`src/rtl/store_buffer_if.sv`:
```
// store_buffer_if: groups the store/load request lines from EX/MEM, the
// load result lines to MEM/WB, the data-memory port and the occupancy status
// of the MEM-stage store buffer.
//   slave  : the store buffer's view
//   master : the pipeline/memory environment's view
interface store_buffer_if #(
  parameter int unsigned DEPTH = 4,
  parameter int unsigned AW    = 16,
  parameter int unsigned DW    = 16
);
  // pipeline store request
  logic                   st_valid;
  logic [AW-1:0]          st_addr;
  logic [DW-1:0]          st_data;
  logic                   st_ready;
  // pipeline load request and result
  logic                   ld_valid;
  logic [AW-1:0]          ld_addr;
  logic [DW-1:0]          ld_data;
  logic                   ld_stall;
  // data-memory port
  logic [AW-1:0]          mem_addr;
  logic [DW-1:0]          mem_wdata;
  logic                   mem_we;
  logic [DW-1:0]          mem_rdata;
  // status
  logic                   empty;
  logic [$clog2(DEPTH):0] count;

  modport slave (
    input  st_valid, st_addr, st_data,
    input  ld_valid, ld_addr,
    input  mem_rdata,
    output st_ready, ld_data, ld_stall,
    output mem_addr, mem_wdata, mem_we,
    output empty, count
  );

  modport master (
    output st_valid, st_addr, st_data,
    output ld_valid, ld_addr,
    output mem_rdata,
    input  st_ready, ld_data, ld_stall,
    input  mem_addr, mem_wdata, mem_we,
    input  empty, count
  );
endinterface

```
`src/rtl/store_buffer.sv`:
```
// store_buffer: FIFO store buffer between EX/MEM and the data memory.
// Stores are queued and drained one per cycle whenever the memory port is not
// taken by a load; loads get priority unless the buffer is full.
// Optional feature macro: STORE_BUF_FWD_EN
//   defined   : loads are forwarded from the youngest matching buffered store
//   undefined : a load matching any buffered store stalls and the drain takes
//               the port until no matching entry remains
// rst is asynchronous, active-low.
module store_buffer #(
  parameter int unsigned DEPTH = 4,
  parameter int unsigned AW    = 16,
  parameter int unsigned DW    = 16
) (
  input  logic           clk,
  input  logic           rst,
  store_buffer_if.slave  sb
);

  localparam int unsigned PW = $clog2(DEPTH);
  localparam int unsigned CW = PW + 1;
  localparam logic [CW-1:0] FULL_CNT = CW'(DEPTH);

  // entry storage; validity is tracked separately so the payload needs no reset
  logic [AW-1:0]    ent_addr [DEPTH];
  logic [DW-1:0]    ent_data [DEPTH];
  logic [DEPTH-1:0] ent_valid;

  logic [PW-1:0]    head;
  logic [PW-1:0]    tail;
  logic [CW-1:0]    occ;

  logic             full;
  logic             is_empty;
  logic             enq;
  logic             drain;
  logic             hit;
`ifdef STORE_BUF_FWD_EN
  logic [DW-1:0]    fwd_data;
`endif

  assign full        = (occ == FULL_CNT);
  assign is_empty    = (occ == '0);
  // registered state only: a same-cycle drain never frees a slot early
  assign enq         = sb.st_valid && !full;
  assign sb.st_ready = !full;
  assign sb.empty    = is_empty;
  assign sb.count    = occ;

  // Address match over valid entries, scanned oldest to youngest so the
  // youngest match (nearest tail) is the one that sticks.
  always_comb begin
    logic [PW-1:0] idx;
    idx = '0;
    hit = 1'b0;
`ifdef STORE_BUF_FWD_EN
    fwd_data = '0;
`endif
    for (int unsigned i = 0; i < DEPTH; i++) begin
      idx = head + PW'(i);
      if (ent_valid[idx] && (ent_addr[idx] == sb.ld_addr)) begin
        hit = 1'b1;
`ifdef STORE_BUF_FWD_EN
        fwd_data = ent_data[idx];
`endif
      end
    end
  end

  // Port arbitration and load result.
  always_comb begin
`ifdef STORE_BUF_FWD_EN
    drain       = !is_empty && (!sb.ld_valid || full);
    sb.ld_stall = sb.ld_valid && full;
    sb.ld_data  = hit ? fwd_data : sb.mem_rdata;
`else
    // a matching load has to wait for memory to catch up, so the drain wins
    drain       = !is_empty && (!sb.ld_valid || full || hit);
    sb.ld_stall = sb.ld_valid && (full || hit);
    sb.ld_data  = sb.mem_rdata;
`endif
    if (drain) begin
      sb.mem_addr  = ent_addr[head];
      sb.mem_wdata = ent_data[head];
      sb.mem_we    = 1'b1;
    end else begin
      sb.mem_addr  = sb.ld_addr;
      sb.mem_wdata = '0;
      sb.mem_we    = 1'b0;
    end
  end

  // Pointers, occupancy and entry validity.
  always_ff @(posedge clk or negedge rst) begin
    if (!rst) begin
      head      <= '0;
      tail      <= '0;
      occ       <= '0;
      ent_valid <= '0;
    end else begin
      // head == tail only when empty (no drain) or full (no enqueue), so the
      // two valid-bit updates never target the same entry
      if (enq) begin
        ent_valid[tail] <= 1'b1;
        tail            <= tail + 1'b1;
      end
      if (drain) begin
        ent_valid[head] <= 1'b0;
        head            <= head + 1'b1;
      end
      case ({enq, drain})
        2'b10:   occ <= occ + 1'b1;
        2'b01:   occ <= occ - 1'b1;
        default: occ <= occ;
      endcase
    end
  end

  // Entry payload write on enqueue.
  always_ff @(posedge clk) begin
    if (enq) begin
      ent_addr[tail] <= sb.st_addr;
      ent_data[tail] <= sb.st_data;
    end
  end

endmodule
```
`src/flat_wrapper.sv`:
```
// flat-port wrapper written by rule: the top's interface ports become plain ports
module store_buffer_flat 
#(
  parameter int unsigned DEPTH = 4,
  parameter int unsigned AW    = 16,
  parameter int unsigned DW    = 16
)
  (clk, rst, sb_st_valid, sb_st_addr, sb_st_data, sb_ld_valid, sb_ld_addr, sb_mem_rdata, sb_st_ready, sb_ld_data, sb_ld_stall, sb_mem_addr, sb_mem_wdata, sb_mem_we, sb_empty, sb_count);
  store_buffer_if #(.DEPTH(DEPTH), .AW(AW), .DW(DW)) sb_i ();
  input  logic clk;
  input  logic rst;
  input wire logic [$bits(sb_i.st_valid)-1:0] sb_st_valid;
  input wire logic [$bits(sb_i.st_addr)-1:0] sb_st_addr;
  input wire logic [$bits(sb_i.st_data)-1:0] sb_st_data;
  input wire logic [$bits(sb_i.ld_valid)-1:0] sb_ld_valid;
  input wire logic [$bits(sb_i.ld_addr)-1:0] sb_ld_addr;
  input wire logic [$bits(sb_i.mem_rdata)-1:0] sb_mem_rdata;
  output wire logic [$bits(sb_i.st_ready)-1:0] sb_st_ready;
  output wire logic [$bits(sb_i.ld_data)-1:0] sb_ld_data;
  output wire logic [$bits(sb_i.ld_stall)-1:0] sb_ld_stall;
  output wire logic [$bits(sb_i.mem_addr)-1:0] sb_mem_addr;
  output wire logic [$bits(sb_i.mem_wdata)-1:0] sb_mem_wdata;
  output wire logic [$bits(sb_i.mem_we)-1:0] sb_mem_we;
  output wire logic [$bits(sb_i.empty)-1:0] sb_empty;
  output wire logic [$bits(sb_i.count)-1:0] sb_count;
  assign sb_i.st_valid = sb_st_valid;
  assign sb_i.st_addr = sb_st_addr;
  assign sb_i.st_data = sb_st_data;
  assign sb_i.ld_valid = sb_ld_valid;
  assign sb_i.ld_addr = sb_ld_addr;
  assign sb_i.mem_rdata = sb_mem_rdata;
  assign sb_st_ready = sb_i.st_ready;
  assign sb_ld_data = sb_i.ld_data;
  assign sb_ld_stall = sb_i.ld_stall;
  assign sb_mem_addr = sb_i.mem_addr;
  assign sb_mem_wdata = sb_i.mem_wdata;
  assign sb_mem_we = sb_i.mem_we;
  assign sb_empty = sb_i.empty;
  assign sb_count = sb_i.count;
  store_buffer #(.DEPTH(DEPTH), .AW(AW), .DW(DW)) u_core (.clk(clk), .rst(rst), .sb(sb_i));
endmodule
```
`config.mk`:
```
export PLATFORM = sky130hd
export DESIGN_NAME = store_buffer_flat
export DESIGN_NICKNAME = d
export VERILOG_FILES = /design/src/rtl/store_buffer_if.sv /design/src/rtl/store_buffer.sv /design/src/flat_wrapper.sv
export SDC_FILE = /design/constraint.sdc
export NUM_CORES = 1
export LEC_CHECK = 0
export ABC_CLOCK_PERIOD_IN_PS = 4800
export BUFFER_PORTS_ARGS = -buffer_cell sky130_fd_sc_hd__buf_2
export CAP_MARGIN = 10
export CORE_MARGIN = 3
export CORE_UTILIZATION = 50
export CTS_CLUSTER_DIAMETER = 50
export CTS_CLUSTER_SIZE = 28
export DETAILED_ROUTE_END_ITERATION = 7
export PLACE_DENSITY_LB_ADDON = 0.2
export SLEW_MARGIN = 5
export SYNTH_ARGS = -nofsm -noshare
export SYNTH_HDL_FRONTEND = slang
export SYNTH_SLANG_ARGS = --single-unit
```
`constraint.sdc`:
```
create_clock -name clk -period 4.8 [get_ports clk]
set_input_delay 0.24 -clock clk [delete_from_list [all_inputs] [get_ports clk]]
set_output_delay 0.24 -clock clk [all_outputs]
set_load 0.03 [all_outputs]
```
; Word level (Yosys, flattened, before mapping)
; Memory sizes are Yosys's and may differ from the RTL's.
; Cells that the tools add are included.
[op_classes]
eq_ne = 7
n_reduce_logical = 17
mux = 24
order_cmp = 7
bitwise_logic = 3
addsub = 6
[op_table]
columns = op, count
row1 = 16-bit == test, 4
row2 = 16-bit two-way mux, 2
row3 = "2-bit by 3-bit less-than comparator with 1-bit output, second input constant", 5
row4 = 1-bit two-way mux, 13
row5 = 1-bit logical AND, 9
row6 = 1-bit binary-select mux with 2-bit select, 4
row7 = 4-bit two-way mux, 2
row8 = 3-bit one-hot mux with 2 select lines, 1
row9 = "2-bit by 1-bit adder with 2-bit output, second input constant", 2
row10 = "2-bit adder, second input constant", 2
row11 = 4-bit bitwise AND, 1
row12 = 1-bit demux with 2-bit select, 2
row13 = "2-bit by 1-bit >= comparator with 1-bit output, second input constant", 2
row14 = 4-bit NOT, 1
row15 = 4-bit OR, 1
row16 = "3-bit by 1-bit adder with 3-bit output, second input constant", 1
row17 = "3-bit == test, second input constant", 1
row18 = 1-bit logical NOT, 3
row19 = 3-bit logical NOT, 1
row20 = 1-bit logical OR, 3
row21 = "3-bit by 1-bit subtractor with 3-bit output, second input constant", 1
row22 = "2-bit by 1-bit == test with 1-bit output, second input constant", 1
row23 = "2-bit == test, second input constant", 1
row24 = 2-bit nonzero test, 1
[totals]
memories = 2
reg_bits = 11
ram_bits = 128
inputBits = 68
out_inout_bits = 55
elab_cells = 70
[mem_list]
columns = memory, depth, width, rd, rd_ports_with_merged_regs, wr, line_no
row1 = u_core.ent_addr, 4, 16, 4, 0, 1, store_buffer.sv:24  ; logic [AW-1:0] ent_addr [DEPTH];
row2 = u_core.ent_data, 4, 16, 1, 0, 1, store_buffer.sv:25  ; logic [DW-1:0] ent_data [DEPTH];

; Depth between registers and ports, before layout
[logic_depth]
word_depth = 11
depth_mapped = 24
ltp_nobuf = 16

; Worst setup path after synthesis
; Ideal clock, no wire load.
[synth_path]
path_type = flip-flop to flip-flop
startpoint = register u_core.head[0]
endpoint = register u_core.occ[2] (netlist: u_core.sb.count[2])
synth_period_minus_slack_ps = 4495
path_buffers = 8
t_required_ps = 4720
stages_incl_launch_ff = 25
t_arrival_ps = 4414
setup_time_ps = 80
slack_ps = 305
path_cell_list = dfrtp_1 buf_6 buf_6 inv_1 buf_2 ha_1 buf_2 buf_6 buf_4 mux4_2 xor2_1 nor4_1 nand4_1 nor3_1 or4_4 o21bai_4 buf_6 buf_8 inv_1 ha_1 inv_1 fa_1 xor2_1 nor2_1 xor2_1
[synth_between]
elab_chain_len = 11
word_cells_on_any_way = 30
classes_between = add/sub (3) / eq/ne (6) / mux (13) / reduce/logical (7) / memory (1)
[synth_lines]
columns = element, line_no
row1 = from (decl), store_buffer.sv:28  ; logic [PW-1:0] head;
row2 = from (signal assigned), store_buffer.sv:108  ; head <= head + 1'b1;
row3 = "2-bit by 1-bit adder with 2-bit output, or another cell as far along", store_buffer.sv:59  ; idx = head + PW'(i);
row4 = "memory read 4 x 16 bit, or another cell as far along", --
row5 = "16-bit == test, or another cell as far along", store_buffer.sv:60  ; if (ent_valid[idx] && (ent_addr[idx] == sb.ld_addr)) begin
row6 = 1-bit logical AND or 1-bit two-way mux (tied branches), store_buffer.sv:60
row7 = 1-bit two-way mux (2 in series), store_buffer.sv:60
row8 = 1-bit two-way mux (*), store_buffer.sv:60
row9 = 1-bit logical OR (*), store_buffer.sv:77  ; drain = !is_empty && (!sb.ld_valid || full || hit);
row10 = 1-bit logical AND (*), store_buffer.sv:77
row11 = 2-bit by 1-bit == test with 1-bit output or 2-bit == test (tied branches), store_buffer.sv:110  ; case ({enq, drain})
row12 = 3-bit one-hot mux with 2 select lines or 2-bit nonzero test (tied branches), --
row13 = to (signal assigned), store_buffer.sv:111  ; 2'b10: occ <= occ + 1'b1;
row14 = to (signal assigned), store_buffer.sv:112  ; 2'b01: occ <= occ - 1'b1;
row15 = to (decl), store_buffer.sv:30  ; logic [CW-1:0] occ;
; Mark *: on every way between the ends. The rest lies on a longest branch, timed or not. The select of a mux whose other input is x is not followed.
; A chain may end at the register's enable or synchronous reset.

; Worst setup path after layout
[layout_path]
startpoint = register u_core.head[1]
endpoint = output sb_mem_addr[10]
[layout_between]
elab_chain_len = 10
word_cells_on_any_way = 27
classes_between = add/sub (3) / eq/ne (4) / mux (13) / reduce/logical (6) / memory (1)
[layout_lines]
columns = element, line_no
row1 = "2-bit by 1-bit adder with 2-bit output, or another cell as far along", store_buffer.sv:59
row2 = "memory read 4 x 16 bit, or another cell as far along", --
row3 = "16-bit == test, or another cell as far along", store_buffer.sv:60
row4 = 1-bit logical AND or 1-bit two-way mux (tied branches), store_buffer.sv:60
row5 = 1-bit two-way mux (3 in series), store_buffer.sv:60
row6 = 1-bit logical OR, store_buffer.sv:77
row7 = 1-bit logical AND, store_buffer.sv:77
row8 = 16-bit two-way mux (*), store_buffer.sv:81  ; if (drain) begin
row9 = to (decl), flat_wrapper.sv:21  ; output wire logic [$bits(sb_i.mem_addr)-1:0] sb_mem_addr;
; Marked as above.

==> results_tabular.tex <==
\begin{tabular}{lr}
\hline
Metric & Value \\
\hline
\multicolumn{2}{l}{\textbf{Status}} \\
Run status & completed \\
\multicolumn{2}{l}{\textbf{GRT}} \\
Routing layer with the top usage in global route & met2 \\
Total grt overflow & 0 \\
Number of antenna violations at the first check in global routing & 0 \\
Met3 usage & 5.55\% \\
Pin count of the biggest net entering global routing & 79 \\
Grt met1 use & 26.6\% \\
Global-route wire length before repair & 27000 microns \\
Vias in the first global route & 4851 \\
Met2 track demand over resource & 32.8\% \\
Overall fraction of global-route tracks in use & 20.0\% \\
\multicolumn{2}{l}{\textbf{Floorplan}} \\
Core Area & 15500 sq um \\
Die height & 133 microns \\
Number of cell rows & 45 \\
Die width & 133 microns \\
Initial cell density of the core & 52.0\% \\
I/O Pins & 123 \\
Floorplan die area & 17600 sq um \\
\multicolumn{2}{l}{\textbf{Synthesis}} \\
Synthesized netlist cell count & 521 \\
Adder and majority cell fraction of the synthesized area & 1.65\% \\
Compound-gate portion of the synthesized area & 3.69\% \\
Largest family of logic cells by synthesized area & multiplexers \\
Synthesized area & 8040 sq um \\
Cell with the most instances after synthesis & edfxtp\_1 \\
Number of distinct library cells after synthesis & 41 \\
Commonest cells post-synth & edfxtp\_1 (128), mux4\_2 (64), xnor2\_1 (48), mux2i\_1 (40), xor2\_1 (29) \\
Async S/R FF share, synth & 7.91\% \\
Synth area leader & edfxtp\_1 \\
Synthesized Nets & 599 \\
Syn. warnings & 0 \\
Fraction of synthesized cell area in xor and xnor cells & 8.38\% \\
Flop and latch count out of synthesis & 139 \\
Main flop type after synthesis & edfxtp\_1 \\
Top post-synthesis cells by area & edfxtp\_1 (48\%), mux4\_2 (18\%), xnor2\_1 (5.2\%), mux2i\_1 (5.0\%), dfrtp\_1 (3.4\%) \\
Fraction of the yosys area taken by sequential cells & 51.2\% \\
Average size of a mapped cell & 15.4 sq um \\
Mux share of post-synthesis cell area & 25.6\% \\
Proportion of netlist area held by the largest area contributor & 47.8\% \\
Number of synthesized flops with an enable pin & 128 \\
Basic-gate share of the synthesized area counting and, or, nand and nor cells & 3.94\% \\
\multicolumn{2}{l}{\textbf{Final layout}} \\
Fraction of the core area covered by cells at the end of the flow & 58.4\% \\
Layout overhead on the synthesized area & 12.4\% \\
Share of final-layout standard cells stronger than drive strength 1 & 36.9\% \\
Fin cells & 804 \\
Antenna cell count & 0 \\
Final nets & 659 \\
\multicolumn{2}{l}{\textbf{Setup path}} \\
Path type of the worst setup path & reg -> out \\
Nature of the critical path endpoint & output pin \\
Worst Path Required & 4.56 ns \\
Critical-path maximum fanout & 34 \\
Type of origin of the critical path & flop \\
CP arrival & 4.24 ns \\
\multicolumn{2}{l}{\textbf{Route}} \\
Overall via count from detail\_route & 4702 \\
Count of routing violations after the opening detailed-route iteration & 323 \\
Post-Route WL & 17100 microns \\
Detailed-router iteration count before antenna repair & 4 \\
Number of vias per cell & 5.85 \\
Antenna-violating nets left & 0 \\
Routed len/inst & 21.2 microns \\
Post-route DRC violation count & 0 \\
\multicolumn{2}{l}{\textbf{Clock tree}} \\
Num CTS Buffers & 17 \\
Buffers inserted during post-CTS setup optimization & 0 \\
Clock sink total & 139 \\
Number of levels in the clock H-tree & 4 \\
Number of buffers inserted for hold repair after clock tree synthesis & 1 \\
Post-cts repair resize count & 0 \\
Clk slew on worst S/H paths & 0.06 ns \\
CTS Root Cell & clkbuf\_16 \\
CTS tree & built \\
Number of buffers on the longest clock path & 2 \\
Clk Latency, worst-skew pair & 0.41 ns \\
\multicolumn{2}{l}{\textbf{STA}} \\
Final critical-path required period & 4.48 ns \\
Period Utilization, post-route & 93.3\% \\
Min setup slack post-route & 0.323 ns \\
Skew final & 0.00723 ns \\
Worst max-slew margin expressed relative to the limit & 33.2\% \\
Final hold violations & 0 \\
Highest clock frequency the design can meet & 0.223 GHz \\
Final Max Tran Viols & 0 \\
Unrepaired setup endpoints after global routing & false \\
Worst-margin pin slew & 1.00 ns \\
Final number of setup-violating endpoints & 0 \\
Final-layout setup total negative slack & 0 ns \\
\multicolumn{2}{l}{\textbf{Power}} \\
Part of the power in the clock network & 19.1\% \\
Internal cell power & 3.90 mW \\
Sequential fraction of design power & 27.7\% \\
Total power per unit cell area & 714 nW/um\^{}2 \\
Reported leakage power & 3.26 nW \\
Peak supply drop & 0.403 mV \\
Sw Share & 39.6\% \\
Combinational group share of total power & 53.2\% \\
NetSw & 2.56 mW \\
\multicolumn{2}{l}{\textbf{Placement}} \\
Placed wire-length estimate & 11200 microns \\
Worst setup timing slack at the placement stage & 0.725 ns \\
Placer's final routability congestion estimate & 0.817 \\
Count of input and output buffers & 90 \\
Placed instance count & 772 \\
\multicolumn{2}{l}{\textbf{Min path}} \\
Class of the most critical hold timing path & in -> reg \\
\multicolumn{2}{l}{\textbf{Run}} \\
Max-capacitance violation count & 0 \\
\hline
\end{tabular}
## routing by layer
layer | part of all wire, % | routed length, microns
met5 | 0 | 0
met4 | 0.84 | 144
met3 | 6.5 | 1110
met2 | 50 | 8580
met1 | 42 | 7250
## cell usage in the layout, fill, tap and decap left out, types with 5 or more instances in the layout
| cell type | instances |
|---|---|
| mux4_2 | 64 |
| o21ai_0 | 9 |
| nor4_1 | 7 |
| inv_1 | 21 |
| buf_2 | 90 |
| nor2_1 | 5 |
| nand3_1 | 6 |
| xnor2_1 | 48 |
| a21oi_1 | 6 |
| a211oi_1 | 5 |
| mux2i_1 | 40 |
| xor2_1 | 29 |
| clkbuf_16 | 17 |
| edfxtp_1 | 128 |
| inv_6 | 6 |
| ha_1 | 8 |
| nor2b_1 | 17 |
| nand4_1 | 6 |
| dfrtp_1 | 9 |
| mux2_2 | 19 |
## power by group through the flow
stage | registers, mW | logic [mW] | clock network (mW)
after floorplan | 1.78 | 2.82 | 0
after global placement | 1.79 | 3.45 | 0
after detailed placement | 1.81 | 3.47 | 0
after CTS | 1.78 | 3.49 | 1.26
after global routing | 1.81 | 3.70 | 1.33
final | 1.78 | 3.43 | 1.23
## logic make-up after synthesis
kind of cell / Yosys count
DFF: 139
buffers and inverters: 77
xor gates and xnor gates: 77
adders and majority gates: 10
muxes: 123
and+or+nand+nor: 55
AOI/OAI and AO/OA: 40
## per-stage QoR
stage	hold WS [ns]	cell area [sq um]	total power, mW
finish	0.0360	9040	6.45
global route	0.0231	9040	6.84
CTS	0.0187	9040	6.53
detailed placement	0.133	8470	5.28
global placement	0.136	8470	5.24
floorplan	-0.0556	8040	4.60
## worst max-delay path, cell delays in order, from the launching register on
cell and delay, ns:
dfrtp_2 0.35, inv_1 0.11, ha_2 0.51, buf_12 0.27
mux2_2 0.38, o221ai_1 0.22, nor4_1 0.10, o2111a_1 0.26
or4_4 0.52, o21bai_4 0.14, buf_4 0.38, mux2_2 0.39
buf_2 0.18
## flip-flops by register name (all words and copies together), names as in the netlist
name and flops:
u_core.ent_data 64, u_core.ent_valid 4, u_core.ent_addr 64, u_core.tail 2
u_core.sb.count 3, u_core.head 2
## worst paths after layout
| check | cells past startpoint | slack (ns) | end | start |
|---|---|---|---|---|
| setup reg to reg | 17 | 0.69 | u_core.sb.count[2]$_DFFE_PN0P_ | u_core.head[1]$_DFFE_PN0N_ |
| hold / removal | 1 | 0.04 | u_core.ent_data[0][8]$_DFFE_PP_ | sb_st_data[8] |
| max in group asynchronous | 2 | 4.32 | u_core.head[0]$_DFFE_PN0N_ | rst |
| hold reg to reg | 1 | 0.53 | u_core.sb.count[2]$_DFFE_PN0P_ | u_core.sb.count[2]$_DFFE_PN0P_ |
| min in group asynchronous | 2 | 0.23 | u_core.tail[0]$_DFFE_PN0P_ | rst |
| setup / recovery | 12 | 0.32 | sb_mem_addr[10] | u_core.head[1]$_DFFE_PN0N_ |
## final cells by class
cell class | count | area, sq um
timing repair buffer | 97 | 531
fill | 1197 | 6440
sequential | 139 | 4120
clock buffer | 17 | 425
inverter | 21 | 78.8
tap | 211 | 264
multi-input combinational | 305 | 3480
clock inverter | 14 | 135
Power figures use the tool's default switching activity.
